[config.mk]
export PLATFORM = sky130hd
export DESIGN_NAME = int_wb_arbiter
export DESIGN_NICKNAME = d
export VERILOG_FILES = /design/src/rtl/int_wb_arbiter.sv
export SDC_FILE = /design/constraint.sdc
export NUM_CORES = 1
export LEC_CHECK = 0
export CORE_ASPECT_RATIO = 0.7
export CORE_MARGIN = 10
export CORE_UTILIZATION = 30
export CTS_CLUSTER_SIZE = 30
export DETAILED_ROUTE_END_ITERATION = 8
export PLACE_DENSITY = 0.52
export SLEW_MARGIN = 20
export SYNTH_ARGS = -nofsm -noshare
export SYNTH_HDL_FRONTEND = slang
export SYNTH_SLANG_ARGS = --single-unit
[constraint.sdc]
create_clock -name clk -period 3.1 [get_ports clk]
set_input_delay 0.775 -clock clk [delete_from_list [all_inputs] [get_ports clk]]
set_output_delay 0.775 -clock clk [all_outputs]
set_load 0.01 [all_outputs]
[src/rtl/int_wb_arbiter.sv]
// -----------------------------------------------------------------------------
// int_wb_arbiter
//
// Write-side master for the integer register file's single write port.
// Each cycle one registered write is produced from one of two sources:
//   - single-cycle ALU results, which have priority and no backpressure;
//   - long-latency LSU results, queued in a DEPTH-entry FIFO and drained
//     in order whenever the ALU is idle.
// A 32-bit busy scoreboard tracks registers with an LSU write still
// outstanding; issue logic uses it for RAW stalls.
// Writes to x0 are consumed (the FIFO still pops) but never enabled.
//
// Optional feature macro: WB_STARVE_GUARD_EN
//   When defined, a starve counter watches the FIFO head. After the head has
//   waited STARVE_LIMIT consecutive cycles, alu_stall_out pulses for one
//   cycle and the head is popped in that cycle even if the ALU is valid.
//
// Ports:
//   clk, rst            clock; synchronous active-low reset (0 = reset)
//   alu_valid_in/rd/data ALU result, no backpressure
//   lsu_valid_in/rd/data LSU result offer; lsu_ready_out = (count < DEPTH)
//   mark_valid_in/rd    set busy bit for an issued long-latency op
//   waddr_out/wdata_out/wen_out  registered register-file write port
//   busy_out            scoreboard, bit i = xi awaits an LSU write
//   fifo_count_out      FIFO occupancy
//   alu_stall_out       (WB_STARVE_GUARD_EN only) one-cycle forced-drain pulse
// -----------------------------------------------------------------------------
module int_wb_arbiter #(
   parameter int DEPTH        = 4,
   parameter int STARVE_LIMIT = 8
) (
   input  logic                    clk,
   input  logic                    rst,
   input  logic                    alu_valid_in,
   input  logic [4:0]              alu_rd_in,
   input  logic [31:0]             alu_data_in,
   input  logic                    lsu_valid_in,
   output logic                    lsu_ready_out,
   input  logic [4:0]              lsu_rd_in,
   input  logic [31:0]             lsu_data_in,
   input  logic                    mark_valid_in,
   input  logic [4:0]              mark_rd_in,
   output logic [4:0]              waddr_out,
   output logic [31:0]             wdata_out,
   output logic                    wen_out,
   output logic [31:0]             busy_out,
   output logic [$clog2(DEPTH):0]  fifo_count_out
`ifdef WB_STARVE_GUARD_EN
   ,
   output logic                    alu_stall_out
`endif
);

   localparam int AW = $clog2(DEPTH);
   localparam int CW = AW + 1;

   // Elaboration-time sanity check on the configuration.
   if (DEPTH < 2 || (DEPTH & (DEPTH - 1)) != 0 || STARVE_LIMIT < 1) begin : g_param_check
      $error("int_wb_arbiter: DEPTH must be a power of two >= 2 and STARVE_LIMIT >= 1");
   end

   logic [4:0]    r_fifo_rd   [DEPTH];
   logic [31:0]   r_fifo_data [DEPTH];
   logic [AW-1:0] r_wr_ptr;
   logic [AW-1:0] r_rd_ptr;
   logic [CW-1:0] r_count;

   logic [4:0]    r_waddr;
   logic [31:0]   r_wdata;
   logic          r_wen;
   logic [31:0]   r_busy;

   logic          w_empty;
   logic          w_push;
   logic          w_pop;
   logic          w_alu_sel;
   logic [4:0]    w_head_rd;
   logic [31:0]   w_head_data;
   logic [31:0]   w_set_mask;
   logic [31:0]   w_clr_mask;
   logic [31:0]   w_busy_next;

   assign w_empty       = (r_count == '0);
   assign lsu_ready_out = (r_count < CW'(DEPTH));
   assign w_push        = lsu_valid_in && lsu_ready_out;
   assign w_head_rd     = r_fifo_rd[r_rd_ptr];
   assign w_head_data   = r_fifo_data[r_rd_ptr];

`ifdef WB_STARVE_GUARD_EN
   localparam int SW = $clog2(STARVE_LIMIT + 1);

   logic [SW-1:0] r_starve;
   logic          r_stall;
   logic [SW-1:0] w_starve_inc;

   // During the stall pulse the head is drained regardless of the ALU;
   // any ALU result offered in that cycle is lost (upstream violation).
   assign w_pop         = !w_empty && (r_stall || !alu_valid_in);
   assign w_starve_inc  = r_starve + SW'(1);
   assign alu_stall_out = r_stall;

   always_ff @(posedge clk) begin
      if (!rst) begin
         r_starve <= '0;
         r_stall  <= 1'b0;
      end else if (w_empty || w_pop) begin
         r_starve <= '0;
         r_stall  <= 1'b0;
      end else if (w_starve_inc == SW'(STARVE_LIMIT)) begin
         r_starve <= '0;
         r_stall  <= 1'b1;
      end else begin
         r_starve <= w_starve_inc;
         r_stall  <= 1'b0;
      end
   end
`else
   assign w_pop = !w_empty && !alu_valid_in;
`endif

   assign w_alu_sel = alu_valid_in && !w_pop;

   // FIFO storage: data only, no reset needed since occupancy is tracked.
   always_ff @(posedge clk) begin
      if (w_push) begin
         r_fifo_rd[r_wr_ptr]   <= lsu_rd_in;
         r_fifo_data[r_wr_ptr] <= lsu_data_in;
      end
   end

   always_ff @(posedge clk) begin
      if (!rst) begin
         r_wr_ptr <= '0;
         r_rd_ptr <= '0;
         r_count  <= '0;
      end else begin
         if (w_push) r_wr_ptr <= r_wr_ptr + AW'(1);
         if (w_pop)  r_rd_ptr <= r_rd_ptr + AW'(1);
         r_count <= r_count + CW'(w_push) - CW'(w_pop);
      end
   end

   // Write port: x0 targets are consumed without raising wen; address and
   // data keep their previous values whenever no write is issued.
   always_ff @(posedge clk) begin
      if (!rst) begin
         r_wen   <= 1'b0;
         r_waddr <= '0;
         r_wdata <= '0;
      end else if (w_alu_sel) begin
         r_wen <= (alu_rd_in != 5'd0);
         if (alu_rd_in != 5'd0) begin
            r_waddr <= alu_rd_in;
            r_wdata <= alu_data_in;
         end
      end else if (w_pop) begin
         r_wen <= (w_head_rd != 5'd0);
         if (w_head_rd != 5'd0) begin
            r_waddr <= w_head_rd;
            r_wdata <= w_head_data;
         end
      end else begin
         r_wen <= 1'b0;
      end
   end

   // Scoreboard: set has priority over a same-edge clear; bit 0 never sets.
   always_comb begin
      w_set_mask = '0;
      w_clr_mask = '0;
      if (mark_valid_in) w_set_mask[mark_rd_in] = 1'b1;
      if (w_pop)         w_clr_mask[w_head_rd]  = 1'b1;
      w_busy_next = ((r_busy & ~w_clr_mask) | w_set_mask) & ~32'h1;
   end

   always_ff @(posedge clk) begin
      if (!rst) r_busy <= '0;
      else      r_busy <= w_busy_next;
   end

   assign wen_out        = r_wen;
   assign waddr_out      = r_waddr;
   assign wdata_out      = r_wdata;
   assign busy_out       = r_busy;
   assign fifo_count_out = r_count;

endmodule
==> impl_metrics.ini, run 1 <==
[synthesis]
syn_area_per_cell_um2 = 15.4
synth_ff_type = edfxtp_1
synth_edf_count = 148
synth_common_cells = edfxtp_1 (148), dfxtp_1 (78), a21oi_1 (69)
yosys_warnings = 0
yosysTopAreaCell = edfxtp_1
netlist_area_um2 = 8900
synthDominantCellAreaShare_pct = 49.9
ys_ff_latch = 226
netlist_instances = 578
syn_nets = 669
synth-seq-area-share_pct = 67.5
postSynth.asyncResetShare_pct = 0
synth_cell_types = 34
synth_area_leaders = edfxtp_1 (50%), dfxtp_1 (18%), mux4_2 (9.4%)
yosysMostFrequentCell = edfxtp_1

[placement]
dpl-instance-area_um2 = 11000
gp_congestion = 0.820
dpl.hpwl_mm = 17.1
io_buffers = 156
dp.cells = 1099

[hold_path]
worstHoldStart = busy_out[28]$_SDFF_PN0_
hold_depth = 2
hp-class = reg -> reg
hold_end = busy_out[28]$_SDFF_PN0_

[setup_path]
path_cells = mux4_2 -> or3_4 -> or4b_4 -> and2_2 -> buf_4 -> a211oi_2
cp-start-kind = flop
worst_ep_arrival_time_ns = 3.24
worstPathMaxFanout = 11
max_stage_delay_ns = 0.57
worst-r2r-cell-count = 6
path_delay_family = simple AND/OR/NAND/NOR gates
crit_path_end_kind = flop
reg2reg_setup_slack_ns = 0.29
cpMaxStageDelayCell = dfxtp_2
cp.required_ns = 3.53
critPathKind = reg -> reg
rr_endpoint = wdata_out[23]$_SDFFE_PN0P_
cp.buffers_inverters = 1

[status]
status = finished clean

[grt]
grt_pass1_vias = 6035
grt_overflow = 0
grt_use_met2_pct = 22.2
grt.busiest_layer = met2
grt_use_met1_pct = 16.1
grt_pass1_wl_mm = 37.0
grt_antenna_before_repair = 3
grtUsageMet3_pct = 3.15
grt_util_all_layers_pct = 13.0
grt_max_degree = 74

[finish]
regArea_um2 = 6010
area_delta_synth_final_pct = 32.4
instances_no_fill = 1144
fin_area_um2 = 11800
drive_above_1_share_pct = 17.9
n_fill_cell = 2605
layout.nets = 838
multi_input_area_um2 = 2700

[floorplanning]
floorplan.initialDensity_pct = 30.6
die_width_um = 226
core-area_um2 = 29100
fp.dieArea_um2 = 37100
die-height_um = 164
rows = 52
io-pin-count = 158

[cts]
cts_buffers = 24
clkTransAtPathRegs_ns = 0.06
insertion_delay_ns = 0.52
cts_tree = done
cts-htree-levels = 1
cts_hold_buf = 0
clockBufferDepth = 3
post_cts_resized = 0
post_cts_buffers = 0
ctsRootBufferMaster = clkbuf_16
cts.sinks = 226

[timing]
slew_viol_final = 0
period_needed_ns = 2.81
rsz0062_at_grt = no
worst_slew_pin_slew_ns = 0.772
slew_headroom_pct = 48.4
skew_ns = 0.0162
max_freq_mhz = 355
hold_viol = 0
finalSetupViolCount = 0
finalCritPeriodShare_pct = 90.7

[flow_run]
max_cap_viol_count = 0

[power_and_ir_drop]
leakage_nw = 3.92
max-vdd-ir-drop_mv = 0.374
p_total_mw = 8.63
p_per_area_nw_per_um2 = 732

[routing]
drt_first_pass_iters = 5
ant_nets = 0
dr.first_iter.drc_count = 337
num_vias = 5669
wl_per_cell_um = 21.6
routed_wirelength_mm = 24.8
via_per_inst = 4.96
post-route-drc-count = 0
==> worst max-delay path by stage <==
stage / start / to / slack [ns] / cells past startpoint
2_1_floorplan: flop / wdata_out[16]$_SDFFE_PN0P_ / 0.42 / 8
3_3_place_gp: alu_rd_in[2] / wdata_out[27]$_SDFFE_PN0P_ / -0.14 / 7
3_5_place_dp: alu_rd_in[2] / wdata_out[23]$_SDFFE_PN0P_ / -0.17 / 7
4_1_cts: flop / wdata_out[23]$_SDFFE_PN0P_ / 0.25 / 6
5_1_grt: flop / wdata_out[1]$_SDFFE_PN0P_ / 0.18 / 6
6_report: flop / wdata_out[23]$_SDFFE_PN0P_ / 0.29 / 6
==> cells in the final DEF (no fill, tap or decap), types with 2 or more instances in the layout <==
master / count
mux4_2: 37
nor2_1: 15
a211oi_1: 7
ha_1: 6
clkbuf_1: 8
buf_12: 8
edfxtp_1: 148
nand3b_1: 5
nand2_1: 39
a211oi_2: 30
buf_4: 14
and2_2: 5
clkinv_2: 8
o21ai_0: 32
clkbuf_8: 2
clkdlybuf4s50_1: 155
mux2i_1: 37
and3_1: 3
xnor2_1: 4
clkbuf_16: 25
a21oi_1: 69
nor3_1: 2
nor3b_1: 4
dfxtp_1: 76
nand3_1: 2
inv_1: 7
==> worst register-to-register path: stages, from the launching register on <==
cell      delay [ns]
dfxtp_2         0.57
mux4_2          0.51
or3_4           0.45
or4b_4          0.56
and2_2          0.24
buf_4           0.21
a211oi_2        0.19
==> flip-flops by register name, indices dropped and copies added, names as in the netlist, named ones only <==
name            flops
busy_out           31
fifo_count_out      3
r_fifo_data       128
r_fifo_rd          20
r_rd_ptr            2
r_wr_ptr            2
waddr_out           5
wdata_out          32
wen_out             1
==> stage by stage <==
stage	utilization, %	TNS, ns	hold WS, ns	setup slack (ns)
5_1_grt	40.5	0	0.499	0.183
6_report	40.5	0	0.485	0.287
3_3_place_gp	37.9	-3.80	0.473	-0.136
3_5_place_dp	37.9	-4.57	0.476	-0.171
4_1_cts	40.5	0	0.483	0.248
2_1_floorplan	-	0	0.485	0.423
==> report_power, final <==
group / total [mW] / switching, mW / leakage, nW / internal [mW]
registers: 3.77 / 0.184 / 2.00 / 3.58
logic: 2.13 / 1.06 / 1.55 / 1.07
clock network: 2.73 / 1.12 / 0.375 / 1.61
total: 8.63 / 2.37 / 3.92 / 6.26
==> metal layers <==
| metal | share of wire (%) | wire [um] |
|---|---|---|
| met5 | 0.040 | 10 |
| met3 | 6.0 | 1480 |
| met2 | 50 | 12400 |
| met1 | 42 | 10300 |
| met4 | 2.3 | 570 |
==> logic make-up (layout without fill, tap and decap cells) <==
group	after synthesis	after routing	share of synthesized area, %
buffers and inverters	43	230	2.32
AO/OA/AOI/OAI	138	138	10.5
AND/OR/NAND/NOR	84	84	4.61
flip-flops	226	226	67.5
XOR/XNOR	5	5	0.492
multiplexers	74	74	13.5
adder cells (fa/ha/maj)	7	7	1.07
other	1	2	0.0421
==> cell type report <==
type,count,area share (%)
diodes,1,0.0212
repair buffers,178,15.5
multi-input cells,309,22.9
clock buffers,35,5.79
well taps,378,4.01
clock inverters,9,0.584
flip-flops and latches,226,51.0
inverters,8,0.265
Power figures use the tool's default switching activity.
==> run 2, diff against run 1 <==
- ABC_CLOCK_PERIOD_IN_PS: not set -> 3100
- DONT_BUFFER_PORTS: not set -> 1
- PLACE_DENSITY: 0.52 -> 0.46
==> impl_metrics.ini, run 2 (synthesized netlist as in run 1, its figures left out) <==
[floorplanning]
fp.dieArea_um2 = 37100
core-area_um2 = 29100
die_width_um = 226
io-pin-count = 158
die-height_um = 164
rows = 52
floorplan.initialDensity_pct = 30.6

[setup_path]
path_cells = mux4_2 -> or3_4 -> or4b_4 -> and2_2 -> buf_4 -> a211oi_1
crit_path_end_kind = flop
cp.buffers_inverters = 1
worstPathMaxFanout = 22
path_delay_family = simple AND/OR/NAND/NOR gates
cp-start-kind = flop
critPathKind = reg -> reg
worst_ep_arrival_time_ns = 3.32
max_stage_delay_ns = 0.65
cp.required_ns = 3.52
cpMaxStageDelayCell = mux4_2

[status]
status = finished clean

[grt]
grt_antenna_before_repair = 1
grt_pass1_vias = 5249
grt_pass1_wl_mm = 34.8
grt_overflow = 0
grt_util_all_layers_pct = 12.5
grt_max_degree = 52

[timing]
rsz0062_at_grt = no
period_needed_ns = 2.89
fin_hold_ws_ns = 0.342
finalSetupViolCount = 0
max_freq_mhz = 346
finalCritPeriodShare_pct = 93.3
slew_headroom_pct = 31.2
hold_viol = 0
worst_slew_pin_slew_ns = 1.03
slew_viol_final = 0
fin_tns_setup_ns = 0
skew_ns = 0.0101

[power_and_ir_drop]
seqPwrFrac_pct = 44.4
switchingPower_mw = 2.37
swShare_pct = 27.4
pwr-share-clk_pct = 36.9
combinationalPowerShare_pct = 18.7
p_per_area_nw_per_um2 = 839
max-vdd-ir-drop_mv = 0.455
p_int_mw = 6.28
leakage_nw = 3.36

[cts]
cts.sinks = 226
cts_tree = done
cts_hold_buf = 0
insertion_delay_ns = 0.52
post_cts_buffers = 0
clkTransAtPathRegs_ns = 0.06
cts-htree-levels = 1
cts_buffers = 24
post_cts_resized = 0
clockBufferDepth = 3
ctsRootBufferMaster = clkbuf_16

[routing]
ant_nets = 0
num_vias = 5018
drt_first_pass_iters = 5
wl_per_cell_um = 24.0
post-route-drc-count = 0
dr.first_iter.drc_count = 321
via_per_inst = 5.11
routed_wirelength_mm = 23.6

[finish]
n_fill_cell = 2719
regMostFlops = r_fifo_data
drive_above_1_share_pct = 22.8
layout_commonest_cell = edfxtp_1
largest_reg_flops = 128
layout_common_cells = edfxtp_1 (148), dfxtp_1 (76), a21oi_1 (69), nand2_1 (39)
layout.nets = 677
area_delta_synth_final_pct = 15.8
n_antenna_cell = 0

[flow_run]
max_cap_viol_count = 0

[hold_path]
hp-class = in -> reg
worstHoldStart = lsu_data_in[14]

[placement]
io_buffers = 0
gp_congestion = 0.759
dpl.hpwl_mm = 15.7
## run 2: area by class of cell
| class | instances | area (um^2) | share of cell area (%) |
|---|---|---|---|
| multi-input cells | 309 | 2700 | 26.2 |
| clock buffers | 32 | 728 | 7.07 |
| well taps | 378 | 473 | 4.59 |
| repair buffers | 17 | 190 | 1.85 |
| flip-flops and latches | 226 | 6010 | 58.3 |
| clock inverters | 12 | 174 | 1.69 |
| inverters | 8 | 31.3 | 0.304 |
## run 2: final timing paths
kind                                                endpoint  slack, ns  cells past startpoint
worst max-delay path              wdata_out[31]$_SDFFE_PN0P_       0.21                      6
worst min-delay path            r_fifo_data[0][14]$_DFFE_PP_       0.34                      0
worst max register to register    wdata_out[31]$_SDFFE_PN0P_       0.21                      6
worst min register to register                          flop       0.54                      2
## run 2: per-layer routing
layer	up-vias	part of all wire [%]	global-route usage, %
met4	0	2.5	3.49
met5	-	0	0
li1	2247	-	-
met2	202	47	20.2
met3	40	9.8	5.17
met1	2529	41	15.2
## run 2: worst register-to-register path, delay by kind of cell (launching register included)
family                 cells  cell delay, ns
buffers and inverters      1            0.24
muxes                      1            0.65
and+or+nand+nor            3            1.21
DFF                        1            0.39
AOI/OAI and AO/OA          1            0.30
## run 2: power by group through the flow
stage          sequential [mW]  combinational (mW)  clock [mW]
6_report                  3.84                1.62        3.19
4_1_cts                   3.85                1.66        3.28
2_1_floorplan             3.82                1.24           0
5_1_grt                   3.88                1.78        3.40
3_3_place_gp              3.90                1.62           0
3_5_place_dp              3.91                1.65           0
## run 2: metrics by stage
step | cells | instance area, um^2 | power [mW] | worst slack (ns) | util [%]
after floorplan | 578 | 8900 | 5.06 | 0.423 | -
after global placement | 938 | 9400 | 5.52 | 0.203 | 32.3
after detailed placement | 938 | 9400 | 5.57 | 0.154 | 32.3
after CTS | 982 | 10300 | 8.79 | 0.196 | 35.4
after global routing | 982 | 10300 | 9.06 | 0.115 | 35.4
final | 982 | 10300 | 8.65 | 0.206 | 35.4
